[src/rtl/add_round_key_stage.sv]
// AES AddRoundKey stage: XORs each column-mixed state with the key of its round, from a local key table.
// Latency: 1 cycle from accept to out_valid; back-to-back accepts run at full throughput.
// Backpressure: in_ready = !out_valid || out_ready; the output registers stay frozen while out_ready is low.
// Optional build macro ARK_KEY_LOCK_EN: when defined, key writes are rejected while a block is in flight.
module add_round_key_stage #(
    parameter int NR = 10,
    parameter int RW = 4
) (
    input  logic          clk,
    input  logic          rst_n,
    input  logic [127:0]  in_data,
    input  logic          in_first,
    input  logic          in_valid,
    output logic          in_ready,
    output logic [127:0]  out_data,
    output logic [RW-1:0] out_round,
    output logic          out_last,
    output logic          out_valid,
    input  logic          out_ready,
    input  logic          key_we,
    input  logic [RW-1:0] key_addr,
    input  logic [127:0]  key_data,
    output logic          key_err
);

    localparam logic [RW-1:0] LAST_RND = RW'(NR);

    // Round key table, one entry per round 0..NR
    logic [127:0]  key_q [0:NR];

    logic [RW-1:0] rnd_q,       rnd_d;
    logic [127:0]  out_data_q,  out_data_d;
    logic [RW-1:0] out_round_q, out_round_d;
    logic          out_last_q,  out_last_d;
    logic          out_valid_q, out_valid_d;
    logic          key_err_q,   key_err_d;

    logic          accept;
    logic [RW-1:0] use_rnd;
    logic          use_last;
    logic [127:0]  sel_key;
    logic          addr_ok;
    logic          key_lock;
    logic          key_wr_ok;

    assign in_ready = !out_valid_q || out_ready;
    assign accept   = in_valid && in_ready;

    // in_first forces round 0, which also restarts a block that is mid-way through
    assign use_rnd  = in_first ? '0 : rnd_q;
    assign use_last = (use_rnd == LAST_RND);

    // Select the key of the round in use; reads the table as it stands before this edge
    always_comb begin
        sel_key = '0;
        for (int i = 0; i <= NR; i++) begin
            if (use_rnd == RW'(i)) begin
                sel_key = key_q[i];
            end
        end
    end

`ifdef ARK_KEY_LOCK_EN
    // A block is in flight once round 0 has been taken and until its last round has been issued
    assign key_lock = (rnd_q != '0) || (out_valid_q && !out_last_q);
`else
    assign key_lock = 1'b0;
`endif

    assign addr_ok   = (key_addr <= LAST_RND);
    assign key_wr_ok = key_we && addr_ok && !key_lock;
    assign key_err_d = key_we && !key_wr_ok;

    // Next-state for the output registers and the round counter
    always_comb begin
        out_data_d  = out_data_q;
        out_round_d = out_round_q;
        out_last_d  = out_last_q;
        out_valid_d = out_valid_q;
        rnd_d       = rnd_q;
        if (accept) begin
            out_data_d  = in_data ^ sel_key;
            out_round_d = use_rnd;
            out_last_d  = use_last;
            out_valid_d = 1'b1;
            // Wrap after the final round so the next block may start without in_first
            rnd_d       = use_last ? '0 : use_rnd + RW'(1);
        end else if (out_ready) begin
            out_valid_d = 1'b0;
        end
    end

    // Output, round counter and error-pulse registers
    always_ff @(posedge clk) begin
        if (!rst_n) begin
            out_data_q  <= '0;
            out_round_q <= '0;
            out_last_q  <= 1'b0;
            out_valid_q <= 1'b0;
            rnd_q       <= '0;
            key_err_q   <= 1'b0;
        end else begin
            out_data_q  <= out_data_d;
            out_round_q <= out_round_d;
            out_last_q  <= out_last_d;
            out_valid_q <= out_valid_d;
            rnd_q       <= rnd_d;
            key_err_q   <= key_err_d;
        end
    end

    // Key table writes; reset clears every entry and wins over a same-cycle write
    always_ff @(posedge clk) begin
        if (!rst_n) begin
            for (int i = 0; i <= NR; i++) begin
                key_q[i] <= '0;
            end
        end else if (key_wr_ok) begin
            for (int i = 0; i <= NR; i++) begin
                if (key_addr == RW'(i)) begin
                    key_q[i] <= key_data;
                end
            end
        end
    end

    assign out_data  = out_data_q;
    assign out_round = out_round_q;
    assign out_last  = out_last_q;
    assign out_valid = out_valid_q;
    assign key_err   = key_err_q;

endmodule

[config.mk]
export PLATFORM = sky130hd
export DESIGN_NAME = add_round_key_stage
export DESIGN_NICKNAME = d
export VERILOG_FILES = /design/src/rtl/add_round_key_stage.sv
export SDC_FILE = /design/constraint.sdc
export NUM_CORES = 2
export LEC_CHECK = 0
export CORE_MARGIN = 2
export CORE_UTILIZATION = 60
export CTS_CLUSTER_SIZE = 8
export DETAILED_ROUTE_END_ITERATION = 16
export PLACE_DENSITY = 0.87
export SLEW_MARGIN = 20
export SYNTH_ARGS = -nofsm -noshare
export SYNTH_HDL_FRONTEND = slang
export SYNTH_SLANG_ARGS = --single-unit
[constraint.sdc]
create_clock -name clk -period 12.9 [get_ports clk]
set_clock_uncertainty 0.2 [all_clocks]
set_input_delay 1.29 -clock clk [delete_from_list [all_inputs] [get_ports clk]]
set_output_delay 1.29 -clock clk [all_outputs]
set_load 0.05 [all_outputs]
==> run metrics <==
Register-to-Register Path Depth=8; Max-Cap Viols=0; Netlist cell types=70; global route total overflow=0; final wirelength=222.3 mm; final hold violations=0; Rel. slew slack=0.1995; hold_buf cts=0; PostCTS Resize Cnt=0; largest net degree at the start of global routing=122; CTS Buffer Depth=3; Filler cells=7,140; Initial Util=0.6055; total track usage=0.3693; Cell Pwr Density=153.7 nW/um^2; EDFF count, synth=1,408; worst endpoint required time=13,360 ps; min Tclk post-route=5937 ps; Critical Path Sink Type=flip-flop; Slew @ Worst Pin=1201 ps; DIE AREA=118,300 um^2; Worst path slowest cell=dfxtp_4; initial DRC count=9,279; Leak=0.02745 uW; initial antenna violation count=9; synth warn=0; max incr delay on CP=1060 ps; TritonCTS Buffers=211; Via-to-Cell Ratio=6.968; gpl congestion=0.8977; setup TNS=0 ps; placed inst area=73,560 um^2; Arrival @ worst endpoint=6400 ps; Ports=402; hold depth=2; DRT Pass-1 Iters=10; design area=79,810 um^2; vias after detailed routing=54,440; worst skew pair latency=800 ps; DIE WIDTH=343.9 um; row cnt=124; total power=12,260 uW; global-route wire length before repair=328.3 mm; Seq cells post-synth=1,547; core area=114,500 um^2; vias in the first global route=54,940; Mapped Nets=6,278; CTS Sinks=1,547; RSZ-0062 raised after global routing=no; area grow syn2layout=15.12%; average size of a mapped cell=11.53 um^2; Startpoint Class=flip-flop; max frequency=168.4 MHz; TritonCTS clock tree=yes; DRT antenna net count=0; hold path endpoint=out_round[0]$_SDFFE_PN0P_; placed wire-length estimate=118.0 mm; Die Height=343.9 um; CTS clk-pin slew, worst paths=50 ps; H-tree depth=4; post-route setup slack=6963 ps; worst flop-to-flop path endpoint=out_data[98]$_SDFFE_PN0P_; Post-route DRC=0; Async SR Flop Fraction=0; worst hold slack=267.3 ps; fin crit share=0.4603; Post-Syn Area=69,330 um^2; most common cell after layout, fill and taps aside=nor2_1; cells after synthesis=6,012; PortBufs=401; crit-path max FO=68; Max Slew Vio Count=0; highest-count cells in the layout ignoring fill and taps=nor2_1 (1,765), edfxtp_1 (1,408), clkdlybuf4s50_1 (400); worst r2r src=rnd_q[1]$_SDFFE_PN0P_; Max VDD drop=0.1378 mV; critical-path cell list=buf_4 > nor3b_1 > and2_4 > buf_4 > buf_4 > a221oi_1 > mux2_1 > a221o_1; final setup vio count=0; Worst R2R Setup Slack=6960 ps; # Post-CTS Setup Buffers=0; Seq/Total Area, Yosys=0.6500; Root Buffer=clkbuf_16; layout cells sized above 1=0.06754; nets=6,375; Most used DFF post-synth=edfxtp_1; most used cell, CP=buf_4; crit path kind=flip-flop to flip-flop; routed len/inst=28.45 um; worst hold path type=flip-flop to flip-flop; min-delay src=out_round[0]$_SDFFE_PN0P_; status=complete, no violations; Post-Place Setup Slack=6702 ps
==> through the flow <==
stage	std cells	util
CTS	7805	0.6967
global placement	7408	0.6425
floorplan	6012	-
global route	7810	0.6970
finish	7813	0.6971
detailed placement	7408	0.6425
==> routing by layer <==
| layer | vias to the layer above | share of wire | track usage |
|---|---|---|---|
| li1 | 22180 | - | - |
| met1 | 25760 | 0.32 | 0.4600 |
| met2 | 5391 | 0.46 | 0.5743 |
| met3 | 1101 | 0.16 | 0.1044 |
| met4 | 6 | 0.066 | 0.2291 |
| met5 | - | 0.00015 | 0.0004006 |
==> power breakdown <==
part / total, uW / switching, uW / internal, uW
Combinational: 1040 / 718 / 324
Clock: 5270 / 2130 / 3140
Sequential: 5950 / 150 / 5800
==> registers in the layout, indices dropped and copies added (netlist names) <==
register,count
key_q,1408
out_data,128
out_round,4
rnd_q,4
key_err,1
out_last,1
out_valid,1
==> worst max path at each step <==
| stage | slack (ps) | end | cells past startpoint | from |
|---|---|---|---|---|
| floorplan | 1420 | key_q[10][0]$_SDFFCE_PN0P_ | 3 | key_addr[2] |
| global placement | 6840 | key_q[7][67]$_SDFFCE_PN0P_ | 6 | key_addr[1] |
| detailed placement | 6700 | key_q[7][38]$_SDFFCE_PN0P_ | 6 | key_addr[1] |
| CTS | 7300 | out_data[98]$_SDFFE_PN0P_ | 8 | rnd_q[1]$_SDFFE_PN0P_ |
| global route | 7010 | out_data[94]$_SDFFE_PN0P_ | 8 | rnd_q[1]$_SDFFE_PN0P_ |
| finish | 6960 | out_data[98]$_SDFFE_PN0P_ | 8 | rnd_q[1]$_SDFFE_PN0P_ |
==> cells in the mapped netlist (all sizes together), types with 3 or more instances <==
| master | n | share of area |
|---|---|---|
| a21o | 15 | 0.0016 |
| a21oi | 146 | 0.011 |
| nor2b | 19 | 0.0017 |
| o221ai | 6 | 0.00076 |
| nor3b | 11 | 0.0012 |
| o22ai | 132 | 0.013 |
| xor2 | 3 | 0.00038 |
| clkbuf | 468 | 0.025 |
| and3b | 8 | 0.0010 |
| a221oi | 115 | 0.015 |
| a22oi | 120 | 0.013 |
| o31ai | 3 | 0.00032 |
| mux2 | 116 | 0.019 |
| buf | 120 | 0.010 |
| dfxtp | 139 | 0.040 |
| edfxtp | 1408 | 0.61 |
| or2 | 3 | 0.00027 |
| a32oi | 7 | 0.00088 |
| nand2 | 293 | 0.016 |
| a22o | 123 | 0.016 |
| o21ai | 32 | 0.0023 |
| or4 | 5 | 0.00054 |
| nor2 | 1767 | 0.096 |
| a221o | 115 | 0.017 |
| mux2i | 122 | 0.018 |
| o22a | 5 | 0.00063 |
| o32ai | 4 | 0.00051 |
| a31oi | 9 | 0.00081 |
| or3 | 121 | 0.011 |
| and2 | 6 | 0.00054 |
| a21boi | 5 | 0.00054 |
| nand3 | 17 | 0.0012 |
| o2bb2ai | 242 | 0.031 |
| inv | 135 | 0.0073 |
| nor3 | 7 | 0.00058 |
| a211oi | 120 | 0.013 |
| o21bai | 4 | 0.00043 |
| or4b | 4 | 0.00058 |
| dlygate4sd1 | 4 | 0.00051 |
| o311ai | 4 | 0.00051 |
| o21a | 6 | 0.00065 |
==> logic make-up after synthesis <==
group	count (synthesis)	share of synthesized area
and+or+nand+nor	2276	0.1319
DFF	1547	0.6500
AOI/OAI and AO/OA	1220	0.1376
buffers and inverters	728	0.04362
muxes	238	0.03646
xor gates and xnor gates	3	0.0003791
==> cell type report <==
type | count | area (um^2) | share of cell area
Sequential cell | 1547 | 45070 | 0.5647
Multi-Input combinational cell | 3737 | 21510 | 0.2695
Clock buffer | 389 | 6055 | 0.07586
Timing Repair Buffer | 477 | 4606 | 0.05771
Tap cell | 1512 | 1892 | 0.02370
Inverter | 135 | 506.7 | 0.006349
Clock inverter | 8 | 157.7 | 0.001975
Antenna cell | 8 | 20.02 | 0.0002508
==> worst max-delay path: cells and delay by family, from the launching register on <==
family / cells / cell delay (ps)
flip-flops: 1 / 1060
AO/OA/AOI/OAI: 2 / 510
AND/OR/NAND/NOR: 2 / 1280
buffers and inverters: 3 / 2230
multiplexers: 1 / 340
Note: power is estimated with default switching activity, not from simulation.
